<file path="src/rtl/execute_stage_param.sv">
// execute_stage_param: register file + ALU execute stage with valid/ready, immediate mode, shift-add MUL, halt; ports clk/reset, in_valid/in_ready, opcode/am/rd/rs1/rs2/imm/s_r_amount in, result/out_valid/flags/illegal_op/halted out
module execute_stage_param #(
  parameter int DATA_W = 8,
  parameter int REG_ADDR_W = 3,
  parameter int SHAMT_W = 3
) (
  input  logic                  clk,
  input  logic                  reset,
  input  logic                  in_valid,
  output logic                  in_ready,
  input  logic [4:0]            opcode,
  input  logic                  am,
  input  logic [REG_ADDR_W-1:0] rd,
  input  logic [REG_ADDR_W-1:0] rs1,
  input  logic [REG_ADDR_W-1:0] rs2,
  input  logic [DATA_W-1:0]     imm,
  input  logic [SHAMT_W-1:0]    s_r_amount,
  output logic [2*DATA_W-1:0]   result,
  output logic                  out_valid,
  output logic                  zero_flag,
  output logic                  carry_flag,
  output logic                  ac_flag,
  output logic                  parity_flag,
  output logic                  illegal_op,
  output logic                  halted
);
  localparam int NREG = 1 << REG_ADDR_W;
  localparam int CW = $clog2(DATA_W + 1);
  localparam logic [4:0] OP_NOP = 5'b00000, OP_ADD = 5'b00001, OP_SUB = 5'b00010,
    OP_AND = 5'b00011, OP_OR = 5'b00100, OP_XOR = 5'b00101, OP_NOT = 5'b00110,
    OP_MOV = 5'b00111, OP_MUL = 5'b01000, OP_SHL = 5'b01001, OP_SHR = 5'b01010,
    OP_ROL = 5'b01011, OP_INC = 5'b01100, OP_CMP = 5'b01101, OP_HLT = 5'b11111;
  typedef enum logic {IDLE, MULS} state_t;
  state_t state_q, state_d;
  logic [DATA_W-1:0] regs_q [NREG];
  logic [2*DATA_W-1:0] result_q, mcand_q, acc_q, acc_d;
  logic [DATA_W-1:0] mplier_q, op_a, op_b, rd_val, alu_val;
  logic [REG_ADDR_W-1:0] mul_rd_q;
  logic [CW-1:0] cnt_q;
  logic [DATA_W:0] sum, dif, shl, shr;
  logic zero_q, carry_q, ac_q, parity_q, out_valid_q, illegal_q, halted_q;
  logic accept, last, alu_c, alu_ac, legal, wb, upd;
  always_ff @(posedge clk) state_q <= reset ? IDLE : state_d;
  always_comb state_d = state_q == IDLE ? ((accept && opcode == OP_MUL) ? MULS : IDLE)
                                        : (last ? IDLE : MULS);
  always_comb in_ready = state_q == IDLE && !halted_q;
  assign accept = in_valid && in_ready;
  assign last = cnt_q == CW'(DATA_W - 1);
  assign acc_d = acc_q + (mplier_q[0] ? mcand_q : '0);
  always_comb begin
    op_a = regs_q[rs1];
    op_b = am ? imm : regs_q[rs2];
    rd_val = regs_q[rd];
    sum = {1'b0, op_a} + {1'b0, op_b};
    dif = {1'b0, op_a} - {1'b0, op_b};
    // extra guard bit catches the last bit shifted out; amount 0 leaves it 0
    shl = {1'b0, op_a} << s_r_amount;
    shr = {op_a, 1'b0} >> s_r_amount;
    alu_val = '0;
    alu_c = 1'b0;
    alu_ac = 1'b0;
    legal = 1'b1;
    wb = 1'b1;
    upd = 1'b1;
    case (opcode)
      OP_ADD: begin
        alu_val = sum[DATA_W-1:0];
        alu_c = sum[DATA_W];
        alu_ac = (5'(op_a[3:0]) + 5'(op_b[3:0])) > 5'd15;
      end
      OP_SUB, OP_CMP: begin
        alu_val = dif[DATA_W-1:0];
        alu_c = dif[DATA_W];
        alu_ac = op_a[3:0] < op_b[3:0];
        wb = opcode == OP_SUB;
      end
      OP_AND: alu_val = op_a & op_b;
      OP_OR:  alu_val = op_a | op_b;
      OP_XOR: alu_val = op_a ^ op_b;
      OP_NOT: alu_val = ~op_a;
      OP_MOV: alu_val = op_b;
      OP_SHL: begin
        alu_val = shl[DATA_W-1:0];
        alu_c = shl[DATA_W];
      end
      OP_SHR: begin
        alu_val = shr[DATA_W:1];
        alu_c = shr[0];
      end
      OP_ROL: alu_val = (op_a << s_r_amount) | (op_a >> (DATA_W - int'(s_r_amount)));
      OP_INC: begin
        alu_val = rd_val + DATA_W'(1);
        alu_c = &rd_val;
        alu_ac = &rd_val[3:0];
      end
      OP_NOP, OP_MUL, OP_HLT: begin
        wb = 1'b0;
        upd = 1'b0;
      end
      default: begin
        legal = 1'b0;
        wb = 1'b0;
        upd = 1'b0;
      end
    endcase
  end
  always_ff @(posedge clk) begin
    if (reset) begin
      for (int i = 0; i < NREG; i++) regs_q[i] <= '0;
      result_q <= '0;
      {zero_q, carry_q, ac_q, parity_q} <= '0;
      {out_valid_q, illegal_q, halted_q} <= '0;
      {acc_q, mcand_q, mplier_q, mul_rd_q, cnt_q} <= '0;
    end else begin
      out_valid_q <= 1'b0;
      illegal_q <= 1'b0;
      if (accept) begin
        out_valid_q <= opcode != OP_MUL;
        illegal_q <= !legal;
        if (opcode == OP_HLT) halted_q <= 1'b1;
        if (opcode == OP_MUL) begin
          // operands latched here so later register writes cannot disturb the product
          mcand_q <= {{DATA_W{1'b0}}, op_a};
          mplier_q <= op_b;
          acc_q <= '0;
          cnt_q <= '0;
          mul_rd_q <= rd;
        end
        if (wb) regs_q[rd] <= alu_val;
        if (upd) begin
          result_q <= {{DATA_W{1'b0}}, alu_val};
          zero_q <= alu_val == '0;
          carry_q <= alu_c;
          ac_q <= alu_ac;
          parity_q <= ~^alu_val;
        end
      end else if (state_q == MULS) begin
        acc_q <= acc_d;
        mcand_q <= mcand_q << 1;
        mplier_q <= mplier_q >> 1;
        cnt_q <= cnt_q + CW'(1);
        if (last) begin
          regs_q[mul_rd_q] <= acc_d[DATA_W-1:0];
          result_q <= acc_d;
          zero_q <= acc_d == '0;
          carry_q <= |acc_d[2*DATA_W-1:DATA_W];
          ac_q <= 1'b0;
          parity_q <= ~^acc_d[DATA_W-1:0];
          out_valid_q <= 1'b1;
        end
      end
    end
  end
  assign result = result_q;
  assign out_valid = out_valid_q;
  assign zero_flag = zero_q;
  assign carry_flag = carry_q;
  assign ac_flag = ac_q;
  assign parity_flag = parity_q;
  assign illegal_op = illegal_q;
  assign halted = halted_q;
endmodule

</file>
<file path="config.mk">
export PLATFORM = sky130hd
export DESIGN_NAME = execute_stage_param
export DESIGN_NICKNAME = d
export VERILOG_FILES = /design/src/rtl/execute_stage_param.sv
export SDC_FILE = /design/constraint.sdc
export NUM_CORES = 1
export LEC_CHECK = 0
export ABC_AREA = 1
export BUFFER_PORTS_ARGS = -buffer_cell sky130_fd_sc_hd__buf_2
export CAP_MARGIN = 10
export CORE_AREA = 2 2 153 185
export DETAILED_ROUTE_END_ITERATION = 8
export DIE_AREA = 0 0 155 187
export GPL_TIMING_DRIVEN = 0
export MAX_ROUTING_LAYER = met4
export PLACE_DENSITY_LB_ADDON = 0.3
export SYNTH_ARGS = -nofsm -noshare
export SYNTH_HDL_FRONTEND = slang
export SYNTH_SLANG_ARGS = --single-unit
</file>
<file path="constraint.sdc">
create_clock -name clk -period 9.3 [get_ports clk]
set_clock_uncertainty 0.2 [all_clocks]
set_input_delay 0.93 -clock clk [delete_from_list [all_inputs] [get_ports clk]]
set_output_delay 0.93 -clock clk [all_outputs]
set_load 0.05 [all_outputs]
</file>
-- Word-level counts from Yosys, hierarchy flattened
Memory sizes are Yosys's and may differ from the RTL's.
Cells that the tools add are included.
- bits in registers: 71
- memory bits (writable): 64
- input port bits: 29
- output and inout bits: 24
- logic and storage cells: 140
- memories: 1
- memory list (name ; words ; bits a word ; read ports ; clocked after Yosys merged registers in ; wr ports ; line ; source):
    regs_q ; 8 ; 8 ; 3 ; 0 ; 8 ; 35 ; logic [DATA_W-1:0] regs_q [NREG];
- $add $sub $neg: 7
- magnitude comparators: 2
- equal/unequal tests: 18
- shift-type cells: 4
- muxes and demuxes: 61
- bitwise operators: 7
- reductions and logical operators: 26
- operator list (kind ; number):
    $mux W16 ; 11
    $pmux W8 S11 ; 1
    $mux W8 ; 6
    $mux W1 ; 35
    $shr A8 B32 Y8 ; 1
    $eq A5 B4 Y1 const B ; 6
    $reduce_or A8 Y1 ; 3
    $eq A5 B3 Y1 const B ; 4
    $add A16 B16 Y16 ; 1
    $logic_not A16 Y1 ; 1
    $or A8 B8 Y8 ; 2
    $reduce_xnor A8 Y1 ; 2
    $reduce_or A15 Y1 ; 1
    $mux W4 ; 3
    $reduce_or A12 Y1 ; 1
    $eq A5 B2 Y1 const B ; 2
    $reduce_or A10 Y1 ; 1
    $add A8 B8 Y9 ; 1
    $shl A8 B3 Y9 ; 1
    $shr A9 B3 Y9 ; 1
    $sub A8 B8 Y9 ; 1
    $add A8 B1 Y8 const B ; 1
    $and A8 B8 Y8 ; 1
    $logic_not A8 Y1 ; 1
    other kinds (27) ; 37

-- Longest topological paths before layout
- word-level depth: 10
- depth in mapped cells: 28
- depth with buffers taken out: 26

-- Least setup slack after synthesis
Ideal clock, no wire load.
- path kind: input to register
- start: input rs2[0]
- end: register parity_q (netlist: parity_flag)
- setup time: 0.129 ns
- arrival: 4.212 ns
- data required time: 8.971 ns
- setup slack: 4.759 ns
- cell stages on the path: 25
- buffers on the path: 2
- cells stage by stage: buf_2 clkbuf_1 a21oi_1 o21ai_0 nand3_1 nand3_1 nand2_1 ha_1 fa_1 nand2_1 a21oi_1 or2_2 or2_2 nand2_1 nand2_1 nor2_1 nand3_1 nor2_1 nand2_1 inv_1 ha_1 xnor2_1 xnor2_1 a21oi_1 a21oi_1
- longest elaborated chain between the ends: 7
- elaborated cells on any way between the ends: 11
- those cells by class: add/sub: 2; mux: 4; bitwise: 3; reduce/logical: 1; memory: 1
- RTL lines (element ; line ; source):
    start: declaration ; 15 ; input logic [REG_ADDR_W-1:0] rs2,
    $mem_v2 Z8 W8 (*) ; n/a ;
    $mux W8 (*) ; 52 ; op_b = am ? imm : regs_q[rs2];
    $sub A8 B8 Y9 (tied with other cells) ; 55 ; dif = {1'b0, op_a} - {1'b0, op_b};
    $pmux W8 S11 (*) ; 65 ; case (opcode)
    $reduce_xnor A8 Y1 (*) ; 135 ; parity_q <= ~^alu_val;
    $mux W1 (*) ; 130 ; if (upd) begin
    $mux W1 (*) ; 117 ; if (accept) begin
    end signal: assignment ; 135 ;
    end signal: assignment ; 148 ; parity_q <= ~^acc_d[DATA_W-1:0];
    end: declaration ; 41 ; logic zero_q, carry_q, ac_q, parity_q, out_valid_q, illegal_q, halted_q;
Every way passes the cells marked *; elsewhere a longest branch is shown, timed or not. The select of a mux whose other input is x is not followed.
A chain may end at the register's enable or synchronous reset.

-- Worst setup path after layout
- start: input rs1[2]
- end: register parity_q (netlist: parity_flag)
- longest elaborated chain between the ends: 7
- elaborated cells on any way between the ends: 16
- those cells by class: add/sub: 2; shift: 4; mux: 3; bitwise: 5; reduce/logical: 1; memory: 1
- RTL lines (element ; line ; source):
    start: declaration ; 14 ; input logic [REG_ADDR_W-1:0] rs1,
    $mem_v2 Z8 W8 (*) ; n/a ;
    branches (longest 2 deep; another with $sub A8 B8 Y9) ; n/a ;
    $pmux W8 S11 (*) ; 65 ;
    $reduce_xnor A8 Y1 (*) ; 135 ;
    $mux W1 (*) ; 130 ;
    $mux W1 (*) ; 117 ;
Mark *: on every way between the ends. The select of a mux whose other input is x is not followed.

==> metrics.cfg <==
[sta]
slew_viol_final = 0
final.setup.worst_slack_ns = 4.14
whs_ns = 0.262
finalSetupViolCount = 0
final_hold_viol_count = 0
rsz0062_at_grt = false
worstMarginPinSlew_ns = 0.784
period_share_pct = 55.5
fmax_mhz = 194
min_period_ns = 5.16
maxSlewHeadroom_pct = 47.5
fin_setup_tns_ns = 0

[logic_synthesis]
synth_edf_count = 64
synth_ff_type = dfxtp_1
synth_cells = 1686
ys_async_sr_fraction_pct = 0
synthesis.area_um2 = 10800
synth_warnings = 0
synth.yosys.seq_area_share_pct = 31.1
ys_ff_latch = 135
syn_nets = 1769
avgSynthCellArea_um2 = 6.38
synth_cell_types = 44

[route]
drt_pass1_iterations = 5
routed_wl_um = 40300
ant_nets = 0
via_per_inst = 5.47
wl_per_cell_um = 19.2
drt_iter0_markers = 1148
drcViolationCount = 0
via_count = 11500

[floorplan]
die_y_um = 187
die_w_um = 155
ios = 53
design.core.area_um2 = 27400
start_util_pct = 39.2
std_cell_rows = 67
dieArea_um2 = 29000

[power_and_ir_drop]
peakVddDrop_uv = 137
leakage_nw = 5.68
power.density_nw_per_um2 = 142

[clock_network]
clock-sinks = 135
cts_setup_buffers = 0
cts_tree = done
insertion_delay_ns = 0.42
cts_max_path_buffers = 2
clk_pin_slew_ns = 0.06
cts-htree-levels = 4
cts_hold_buf = 0
cts-buffers-inserted = 17
clockRootBuffer = clkbuf_16
cts_resized = 0

[setup_path]
cp.arrival_ns = 5.32
critPathKind = in -> reg
worst_path_most_repeated_cell = nand2_1
cp_top_family = simple AND/OR/NAND/NOR gates
start_kind = input port
cp_num_buf_inv = 5
endpoint_kind = register
cpMaxStageDelayCell = clkbuf_1
worstPathMaxFanout = 9
crit_chain = clkbuf_1 > inv_1 > nand3_1 > nand2_1 > ha_1 > clkbuf_1 > inv_1 > nand2_1 > nand2_1 > a31oi_1 > nand2_1 > nand3_1 > nand3_1 > nor2_1 > nand2_1 > nor2_1 > nand2_1 > inv_1 > ha_1 > xnor2_1 > xnor2_1 > a21oi_1 > a21oi_1
slowest_delay_ns = 0.47
worst_ep_required_time_ns = 9.46

[final_layout]
areaGrowthSynthToFinish_pct = 11.1
most-common-layout-cells = nand2_1, inv_1, nand3_1, nor2_1, a21oi_1
drive_gt1_share_pct = 8.25
nFillCells = 2954
diodes = 0
final_cell_count_no_fill = 2103
nets = 1828
final_common_cell = nand2_1
design_area_um2 = 11900

[place]
gp_congestion = 1.00
portBuffers = 39
dp_slack_ns = 3.42
placed_cell_area_um2 = 11400
dp.cells = 2070
dp_hpwl_um = 32100

[global_routing]
grt_pass1_wl_um = 61700
grt_overflow_total = 0
grtUsageTotal_pct = 28.5
grt_max_degree = 17
antenna_found_initial = 0
grt_pass1_vias = 10800

[min_path]
worstHoldPathType = reg -> reg

[outcome]
outcome = completed

[flow_run]
max-cap-violations = 0

[through the flow]
stage / utilization (%) / power [W]
after detailed placement: 41.5 / 0.00106
after CTS: 43.5 / 0.00169
after floorplan: - / 0.000934
after global placement: 41.5 / 0.00106
after global routing: 43.6 / 0.00177
final: 43.6 / 0.00169
[registers in the layout, summed over array words and instances, names as in the netlist]
signal	flops
regs_q	64
acc_q	16
mcand_q	16
result	16
mplier_q	8
cnt_q	4
mul_rd_q	3
ac_flag	1
carry_flag	1
halted	1
illegal_op	1
out_valid	1
parity_flag	1
state_q	1
zero_flag	1
[cells by family after synthesis]
kind of cell	count (synthesis)	synth area share (%)
buf+inv	286	10.5
simple gates	924	36.3
flops	135	31.1
fa+ha+maj	54	6.49
compound gates	271	14.3
xor+xnor	16	1.30
[final cells by class]
type	count	area, um^2	share of cell area [%]
buffer	73	332	2.78
clock buffer	17	425	3.56
clock inverter	15	130	1.09
inverter	213	800	6.69
multi-input combinational	1265	6280	52.6
sequential	135	3340	28.0
tap	345	432	3.61
timing repair buffer	40	203	1.70
[worst reg2reg max path, cell delays in order, from the launching register on]
cell and delay (ns):
edfxtp_1 0.38, inv_1 0.20, nand2_1 0.09, nand3_1 0.09
nand3_1 0.15, nand2_1 0.25, inv_1 0.16, ha_1 0.30
fa_1 0.43, nand2_1 0.10, a21oi_1 0.07, or2_2 0.31
or2_2 0.28, nand2_1 0.07, nand2_1 0.09, nor2_1 0.13
nand3_1 0.10, nor2_1 0.11, nand2_1 0.16, inv_1 0.09
ha_1 0.23, xnor2_1 0.20, xnor2_1 0.10, a21oi_1 0.14
a21oi_1 0.07
[layer usage]
metal	part of all wire (%)	GRT usage, %	up-vias
met2	46	44.9	447
met5	0	-	-
met3	6.4	3.89	78
li1	-	-	5615
met1	44	36.9	5353
met4	4.2	11.8	0
[final timing paths]
| kind | startpoint | to | slack [ns] | depth (start not counted) |
|---|---|---|---|---|
| min | result[11]$_SDFFE_PP0P_ | result[11]$_SDFFE_PP0P_ | 0.26 | 2 |
| max reg2reg | regs_q[5][0]$_SDFFCE_PN0P_ | parity_flag$_SDFFE_PP0P_ | 4.68 | 24 |
| max | rs1[2] | parity_flag$_SDFFE_PP0P_ | 4.14 | 23 |
| min reg2reg | result[11]$_SDFFE_PP0P_ | result[11]$_SDFFE_PP0P_ | 0.26 | 2 |
[synthesized netlist by cell type, types with 2 or more instances]
cell      instances  area share, %
a211oi_1          2           0.14
a21o_1            2           0.14
a21oi_1         117            5.4
a31oi_1           4           0.23
buf_2            22            1.0
buf_4             8           0.56
clkbuf_1         43            1.5
clkinv_1          7           0.24
dfxtp_1          71             13
edfxtp_1         64             18
fa_1              3           0.56
ha_1             51            5.9
inv_1           196            6.8
inv_2            10           0.35
nand2_1         525             18
nand3_1         193            9.0
nand3_2           6           0.56
nand3b_1          4           0.28
nand4_1          24            1.4
nand4_2           2           0.23
nor2_1          148            5.2
nor2_2            7           0.41
nor2_4            2           0.21
nor3_1            3           0.14
nor3_2            2           0.19
nor4_1            2           0.12
o211ai_1         23            1.6
o21ai_0          92            4.3
o21ai_2           6           0.49
o21ai_4           2           0.30
o21bai_1         12           0.84
o31ai_1           3           0.21
or2_2             5           0.29
xnor2_1           9           0.73
xor2_1            7           0.57
[report_power, final]
group          internal, W  switching (W)  total (W)
clock             0.000367       0.000265   0.000632
combinational     0.000111       0.000298   0.000409
sequential        0.000639      0.0000129   0.000652
Power figures use the tool's default switching activity.
